`config.mk`:
```
export PLATFORM = sky130hd
export DESIGN_NAME = maxpool_2x2_stream_flat
export DESIGN_NICKNAME = d
export VERILOG_FILES = /design/src/rtl/maxpool_2x2_stream_if.sv /design/src/rtl/maxpool_2x2_stream.sv /design/src/flat_wrapper.sv
export SDC_FILE = /design/constraint.sdc
export NUM_CORES = 1
export LEC_CHECK = 0
export ABC_AREA = 0
export BUFFER_PORTS_ARGS = -buffer_cell sky130_fd_sc_hd__buf_2
export CORE_MARGIN = 3
export CORE_UTILIZATION = 55
export DETAILED_ROUTE_END_ITERATION = 8
export GPL_TIMING_DRIVEN = 0
export HOLD_SLACK_MARGIN = 0.15
export PLACE_DENSITY_LB_ADDON = 0.1
export SYNTH_ARGS = -nofsm -noshare
export SYNTH_HDL_FRONTEND = slang
export SYNTH_SLANG_ARGS = --single-unit
```
`constraint.sdc`:
```
create_clock -name clk -period 5.3 [get_ports clk]
set_input_delay 1.06 -clock clk [delete_from_list [all_inputs] [get_ports clk]]
set_output_delay 1.06 -clock clk [all_outputs]
set_load 0.03 [all_outputs]
```
`src/rtl/maxpool_2x2_stream_if.sv`:
```
// Streaming handshake bundle for maxpool_2x2_stream.
//   in_valid/in_data/in_ready    : upstream samples, raster order
//   out_valid/out_data/out_ready : downstream pooled maxima
// Modports: slave = the pooling block, master = the environment driving it.
interface maxpool_2x2_stream_if #(
   parameter int unsigned DATA_W = 32
);
   logic                     in_valid;
   logic signed [DATA_W-1:0] in_data;
   logic                     in_ready;
   logic                     out_valid;
   logic signed [DATA_W-1:0] out_data;
   logic                     out_ready;

   modport slave (
      input  in_valid,
      input  in_data,
      output in_ready,
      output out_valid,
      output out_data,
      input  out_ready
   );

   modport master (
      output in_valid,
      output in_data,
      input  in_ready,
      input  out_valid,
      input  out_data,
      output out_ready
   );
endinterface

```
`src/rtl/maxpool_2x2_stream.sv`:
```
// 2x2 / stride-2 max pooling over a MAP_H x MAP_W signed feature map streamed in
// raster order; emits (MAP_H/2) x (MAP_W/2) maxima in raster order.
// Ports:
//   clk, rst : clock, synchronous active-high reset
//   start    : begin one frame (only honoured when idle)
//   busy     : high whenever not idle
//   done     : one-cycle pulse when the frame has fully drained
//   bus      : input/output valid-ready streams (slave side)
module maxpool_2x2_stream #(
   parameter int unsigned MAP_W  = 6,
   parameter int unsigned MAP_H  = 6,
   parameter int unsigned DATA_W = 32
) (
   input  logic                 clk,
   input  logic                 rst,
   input  logic                 start,
   output logic                 busy,
   output logic                 done,
   maxpool_2x2_stream_if.slave  bus
);
   localparam int unsigned HalfW = MAP_W / 2;
   localparam int unsigned ColW  = (MAP_W > 1) ? $clog2(MAP_W) : 1;
   localparam int unsigned RowW  = (MAP_H > 1) ? $clog2(MAP_H) : 1;
   localparam int unsigned IdxW  = (HalfW > 1) ? $clog2(HalfW) : 1;

   typedef enum logic [1:0] {StIdle, StRun, StFlush, StFin} state_e;

   state_e                   state_q, state_d;
   logic [ColW-1:0]          col_q, col_d;
   logic [RowW-1:0]          row_q, row_d;
   logic signed [DATA_W-1:0] h_q, h_d;
   logic signed [DATA_W-1:0] part_q [HalfW];
   logic signed [DATA_W-1:0] part_d [HalfW];
   logic                     out_valid_q, out_valid_d;
   logic signed [DATA_W-1:0] out_data_q, out_data_d;

   logic                     in_ready;
   logic                     accept;
   logic                     last_col;
   logic                     last_row;
   logic [IdxW-1:0]          idx;
   logic signed [DATA_W-1:0] hmax;
   logic signed [DATA_W-1:0] pooled;

   // Input stalls only while a result is stuck downstream; a draining result
   // frees the slot on the same edge, so input may be taken then.
   assign in_ready = (state_q == StRun) && !(out_valid_q && !bus.out_ready);
   assign accept   = bus.in_valid && in_ready;
   assign last_col = (col_q == ColW'(MAP_W - 1));
   assign last_row = (row_q == RowW'(MAP_H - 1));
   assign idx      = IdxW'(col_q >> 1);
   assign hmax     = (bus.in_data > h_q) ? bus.in_data : h_q;
   assign pooled   = (hmax > part_q[idx]) ? hmax : part_q[idx];

   assign bus.in_ready  = in_ready;
   assign bus.out_valid = out_valid_q;
   assign bus.out_data  = out_data_q;
   assign busy          = (state_q != StIdle);
   assign done          = (state_q == StFin);

   always_comb begin
      state_d     = state_q;
      col_d       = col_q;
      row_d       = row_q;
      h_d         = h_q;
      part_d      = part_q;
      out_valid_d = out_valid_q;
      out_data_d  = out_data_q;

      if (out_valid_q && bus.out_ready) begin
         out_valid_d = 1'b0;
      end

      if (accept) begin
         if (!col_q[0]) begin
            h_d = bus.in_data;
         end else if (!row_q[0]) begin
            part_d[idx] = hmax;
         end else begin
            // A load here wins over the clear above: no bubble on back-to-back.
            out_data_d  = pooled;
            out_valid_d = 1'b1;
         end

         if (last_col) begin
            col_d = '0;
            row_d = last_row ? '0 : row_q + RowW'(1);
         end else begin
            col_d = col_q + ColW'(1);
         end
      end

      unique case (state_q)
         StIdle: begin
            if (start) begin
               state_d = StRun;
               col_d   = '0;
               row_d   = '0;
            end
         end
         StRun: begin
            if (accept && last_col && last_row) begin
               state_d = StFlush;
            end
         end
         StFlush: begin
            if (!out_valid_q) begin
               state_d = StFin;
            end
         end
         StFin: begin
            state_d = StIdle;
         end
         default: state_d = StIdle;
      endcase
   end

   always_ff @(posedge clk) begin
      if (rst) begin
         state_q     <= StIdle;
         col_q       <= '0;
         row_q       <= '0;
         h_q         <= '0;
         out_valid_q <= 1'b0;
         out_data_q  <= '0;
         for (int i = 0; i < HalfW; i++) begin
            part_q[i] <= '0;
         end
      end else begin
         state_q     <= state_d;
         col_q       <= col_d;
         row_q       <= row_d;
         h_q         <= h_d;
         out_valid_q <= out_valid_d;
         out_data_q  <= out_data_d;
         for (int i = 0; i < HalfW; i++) begin
            part_q[i] <= part_d[i];
         end
      end
   end
endmodule
```
`src/flat_wrapper.sv`:
```
// flat-port wrapper written by rule: the top's interface ports become plain ports
module maxpool_2x2_stream_flat 
#(
   parameter int unsigned MAP_W  = 6,
   parameter int unsigned MAP_H  = 6,
   parameter int unsigned DATA_W = 32
)
  (clk, rst, start, busy, done, bus_in_valid, bus_in_data, bus_in_ready, bus_out_valid, bus_out_data, bus_out_ready);
  maxpool_2x2_stream_if #(.DATA_W(DATA_W)) bus_i ();
  input  logic clk;
  input  logic rst;
  input  logic start;
  output logic busy;
  output logic done;
  input wire logic [$bits(bus_i.in_valid)-1:0] bus_in_valid;
  input wire logic [$bits(bus_i.in_data)-1:0] bus_in_data;
  output wire logic [$bits(bus_i.in_ready)-1:0] bus_in_ready;
  output wire logic [$bits(bus_i.out_valid)-1:0] bus_out_valid;
  output wire logic [$bits(bus_i.out_data)-1:0] bus_out_data;
  input wire logic [$bits(bus_i.out_ready)-1:0] bus_out_ready;
  assign bus_i.in_valid = bus_in_valid;
  assign bus_i.in_data = bus_in_data;
  assign bus_in_ready = bus_i.in_ready;
  assign bus_out_valid = bus_i.out_valid;
  assign bus_out_data = bus_i.out_data;
  assign bus_i.out_ready = bus_out_ready;
  maxpool_2x2_stream #(.MAP_W(MAP_W), .MAP_H(MAP_H), .DATA_W(DATA_W)) u_core (.clk(clk), .rst(rst), .start(start), .busy(busy), .done(done), .bus(bus_i));
endmodule
```
# Word level (Yosys, flattened, before mapping)
# Cells that the tools add are included.
totals:
  register_bits: 169
  latchBits: 0
  ram_bits: 0
  mem_bits_ro: 0
  input_bits: 37
  output_inout_bits: 36
  n_memories: 0
op_classes:
  add_sub_neg: 2
  multipliers: 0
  div: 0
  magnitude_cmp: 4
  n_eq_ne: 8
  n_shift: 0
  n_mux: 25
  bitwise_logic: 3
  reduce_logical: 15
ops:
  columns: ["operator", "n"]
  rows:
  - ["32-bit 2-to-1 mux", 5]
  - ["96-bit bitwise mux", 1]
  - ["32-bit binary-select mux with 2-bit select", 1]
  - ["32-bit demux with 2-bit select", 1]
  - ["32-bit > comparator", 2]
  - ["3-bit 2-to-1 mux", 9]
  - ["3-bit AND reduction", 3]
  - ["2-bit case mux with 4 select lines", 1]
  - ["1-bit logical AND", 7]
  - ["3-bit by 1-bit adder with 3-bit output (second input constant)", 2]
  - ["3-bit == test (second input constant)", 2]
  - ["2-bit 2-to-1 mux", 3]
  - ["2-bit != test (second input constant)", 3]
  - ["2-bit == test (second input constant)", 2]
  - ["1-bit 2-to-1 mux", 4]
  - ["3-bit greater-or-equal comparator (second input constant)", 1]
  - ["3-bit by 1-bit < comparator with 1-bit output (second input constant)", 1]
  - ["2-bit inverter with 3-bit output", 1]
  - ["2-bit by 1-bit == test with 1-bit output (second input constant)", 1]
  - ["1-bit logical NOT", 2]
  - ["2-bit logical NOT", 1]
  - ["1-bit inverter", 2]
  - ["2-bit AND reduction", 1]
  - ["2-bit nonzero test", 1]

# Depth between registers and ports, before layout
depth:
  word_depth: 9
  ltp_mapped: 22
  mapped_depth_nobuf: 19

# Worst setup path after synthesis
# OpenSTA, ideal clock, no wires.
synth_path:
  kind: "input -> register"
  start: "in bus_in_data[14]"
  end: "reg u_core.out_data_q[10], in the netlist u_core.bus.out_data[10]"
  setup_time_ns: 0.144
  arrival_ns: 5.634
  path_slack_ns: -0.478
  path_stages: 21
  cell_sequence: "ha_1 > nand4_1 > or4_1 > a21oi_1 > o31ai_1 > nand2_2 > mux2i_4 > buf_12 > mux2i_4 > inv_1 > ha_1 > nor2b_1 > o211ai_1 > a21oi_1 > a2111o_1 > a21oi_1 > mux2i_1 > and2_1 > clkbuf_1 > clkbuf_1 > o221ai_2"
synth_between:
  elab_chain_cells: 4
synth_lines:
  columns: ["item", "line_no", "rtl"]
  rows:
  - ["from (decl)", "flat_wrapper.sv:16", "input wire logic [$bits(bus_i.in_data)-1:0] bus_in_data;"]
  - ["32-bit > comparator", "maxpool_2x2_stream.sv:52", "assign hmax = (bus.in_data > h_q) ? bus.in_data : h_q;"]
  - ["32-bit 2-to-1 mux", "maxpool_2x2_stream.sv:52", null]
  - ["net u_core.hmax[1]", "maxpool_2x2_stream.sv:42", "logic signed [DATA_W-1:0] hmax;"]
  - ["32-bit > comparator", "maxpool_2x2_stream.sv:53", "assign pooled = (hmax > part_q[idx]) ? hmax : part_q[idx];"]
  - ["32-bit 2-to-1 mux", "maxpool_2x2_stream.sv:53", null]
  - ["to (signal assigned)", "maxpool_2x2_stream.sv:135", "out_data_q <= out_data_d;"]
  - ["to (decl)", "maxpool_2x2_stream.sv:35", "logic signed [DATA_W-1:0] out_data_q, out_data_d;"]
# The timed path passes the listed nets, and every way through them passes these cells.
# A chain may end at the register's enable or synchronous reset.

# Worst setup path in the final report
layout_path:
  start: "in bus_in_data[14]"
  end: "reg u_core.out_data_q[19], in the netlist u_core.bus.out_data[19]"
layout_between:
  elab_chain_cells: 4
layout_lines:
  columns: ["item", "line_no"]
  rows:
  - ["32-bit > comparator", "maxpool_2x2_stream.sv:52"]
  - ["32-bit 2-to-1 mux *", "maxpool_2x2_stream.sv:52"]
  - ["net u_core.hmax[14]", "maxpool_2x2_stream.sv:42"]
  - ["32-bit > comparator *", "maxpool_2x2_stream.sv:53"]
  - ["32-bit 2-to-1 mux *", "maxpool_2x2_stream.sv:53"]
# The timed path passes the listed nets; every way through them passes the cells marked *.

==> out/metrics.yaml <==
grt-busiest-layer: "met2"
gp_congestion: 0.8485
cp.required_ps: 5620
yosysTopAreaCell: "dfxtp_1"
synth.area.top_cells: "dfxtp_1, a211oi_2, ha_1"
synth_ff_type: "dfxtp_1"
yosysMostFrequentCell: "dfxtp_1"
hold_class: "reg -> reg"
start_util_pct: 57.29
r2r_end: "u_core.bus.out_data[19]"
drive_gt1_share_pct: 29.57
post-route-util_pct: 70.02
via_per_inst: 5.790
total_power_uw: 4230
grt_usage_pct: 27.61
cp_max_fo: 7
numCtsBuffers: 17
rr_worst_depth: 23
dieArea_mm2: 0.01921
finalSetupTns_ps: 0
fin_crit_sh_pct: 99.25
synth_area_mm2: 0.009669
yosys-top-cells-count: "dfxtp_1, nor2_1, nand2_1, a21oi_1, a211oi_2"
postCtsHoldBufs: 0
syn_avg_cell_area_um2: 9.324
antenna_found_initial: 0
peakVddDrop_mv: 0.2662
ys_warn_count: 0
nets: 1282
row_count: 47
core_mm2: 0.01688
cts.sinks: 169
synthCells: 1037
ys_ff_latch: 169
fillers: 1292
cp.arrival_ps: 5580
synth.net_count: 1143
finClkSkew_ps: 10.07
seq_area_frac_synth_pct: 34.99
finalSetupViolCount: 0
slew_headroom_pct: 39.03
final_max_slew_viol_count: 0
wl_per_cell_um: 19.25
wl_um: 27080
clkTransAtPathRegs_ps: 60
grt-ovfl-total: 0
r2r_start: "u_core.h_q[14]"
hp-start: "u_core.bus.out_data[18]"
grt_use_met1_pct: 36.76
root_buffer: "clkbuf_16"
grt_max_degree: 17
dr.pass1.iters: 5
grt_use_met2_pct: 46.07
worst_pin_slew_ps: 914.6
start_kind: "input port"
io_buffers: 72
drc: 0
cap_violations: 0
p_leak_uw: 0.004232
critPathKind: "in -> reg"
diodes: 0
rsz0062_at_grt: "yes"
ioPinCount: 73
cts.htree.levels: 4
synth_cell_types: 43
clock.fmax_ghz: 0.1901
worstSetupEndpointType: "register"
grt_pass1_wl_um: 42680
fp.dieH_um: 138.6
drt-initial-drc-count: 535
ant_nets: 0
vias: 8146
hold_end: "u_core.bus.out_data[18]"
area_growth_syn_to_layout_pct: 22.22
async_reset_ff_share_pct: 0
grt_util_met3_pct: 4.310
p_per_area_mw_per_mm2: 357.9
hpwlAfterDp_um: 18620
cts_tree: "done"
worstSkewPairLatency_ps: 440
synth-edff-count: 0
clockBufferDepth: 2
fin_crit_ps: 5260
hold_depth: 2
first_global_vias: 7948
die_x_um: 138.6
hold_viol: 0
synth_top_cell_area_share_pct: 34.99
rrSetupSlack_ps: 250
outcome: "finished clean"
==> flip-flops by register name (all words and copies together), names as in the netlist <==
signal                flops
u_core.h_q               32
u_core.part_q            96
u_core.state_q            2
u_core.row_q              3
u_core.bus.out_data      32
u_core.bus.out_valid      1
u_core.col_q              3
==> metal layers <==
metal | share of wire (%) | up-vias
li1 | - | 3949
met1 | 44 | 3883
met2 | 48 | 264
met3 | 5.4 | 50
met4 | 2.6 | 0
met5 | 0 | -
==> through the flow <==
stage	hold WS, ps	cell area [um2]	setup WS, ps	cells
CTS	463.0	11450	-1.413	1392
finish	459.5	11820	39.87	1407
global route	482.8	11820	-76.42	1407
floorplan	449.0	9748	76.48	1037
detailed placement	445.4	10400	-999.3	1330
global placement	443.1	10380	-980.5	1329
==> critical path: stages <==
cell and delay (ps):
buf_8 100, ha_4 270, nand4_1 240, or4_4 520, a21oi_4 180, o31ai_2 80, nand2_2 110, mux2i_4 280
buf_6 150, clkbuf_16 150, buf_4 130, mux2i_4 280, inv_1 70, ha_1 270, nand2_1 90, nor4_4 370
and4bb_2 300, a21oi_2 70, mux2i_2 220, and2_4 190, clkbuf_16 180, clkbuf_16 170, o221ai_2 90
==> how the worst max path moves through the flow <==
stage | start | endpoint | slack [ps] | cells past startpoint
2_1_floorplan | bus_in_data[10] | u_core.bus.out_data[0] | 80 | 21
3_3_place_gp | bus_in_data[11] | u_core.bus.out_data[13] | -980 | 21
3_5_place_dp | bus_in_data[11] | u_core.bus.out_data[0] | -1000 | 21
4_1_cts | bus_in_data[14] | u_core.bus.out_data[0] | -1 | 23
5_1_grt | bus_in_data[23] | u_core.bus.out_data[19] | -80 | 23
6_report | bus_in_data[14] | u_core.bus.out_data[19] | 40 | 23
==> power breakdown <==
group / switching [uW] / total (uW) / leakage (uW) / internal [uW]
Sequential: 53.6 / 1380 / 0.00136 / 1320
Clock: 511 / 1220 / 0.000280 / 712
Combinational: 876 / 1630 / 0.00259 / 754
==> layout make-up <==
class | count | area, um2 | area share (%)
inverter | 71 | 266.5 | 2.255
clock buffer | 22 | 464.2 | 3.928
sequential | 169 | 3383 | 28.63
multi-input combinational | 723 | 5977 | 50.58
timing repair buffer | 120 | 899.6 | 7.612
buffer | 74 | 454.2 | 3.843
clock inverter | 8 | 97.59 | 0.8258
tap | 220 | 275.3 | 2.329
==> placed cells by master (no fill, tap or decap), types with 4 or more instances in the layout <==
cell type	instances
a21oi_1	91
clkinv_2	4
ha_1	56
nor2b_1	5
mux2i_4	33
o221ai_2	31
ha_4	13
nand4_1	12
buf_12	7
a21oi_2	6
a21o_1	8
inv_1	69
clkbuf_16	22
dfxtp_1	169
o21ai_0	4
mux2i_1	32
nor2_1	140
o21ai_1	5
a211oi_2	90
or3_1	32
buf_2	67
buf_6	8
nor3_1	4
buf_4	37
clkbuf_8	6
nand2_1	116
a211oi_1	7
nand3_1	7
clkbuf_1	63
==> cells by family (layout without fill, tap and decap cells) <==
logic type,Yosys count,count (layout),synth area share (%)
and+or+nand+nor,333,333,14.86
AOI/OAI and AO/OA,255,255,24.22
DFF,169,169,34.99
buffers and inverters,145,295,6.160
adders and majority gates,69,69,8.929
muxes,66,66,10.84
==> timing repair <==
item | in CTS | in global routing
endpoints found under the setup margin | 32 | 32
gates resized for setup | 27 | 46
pin swaps | 11 | 14
setup buffers | 29 | 14
gates cloned | 3 | 1
(Power assumes the default switching activity.)
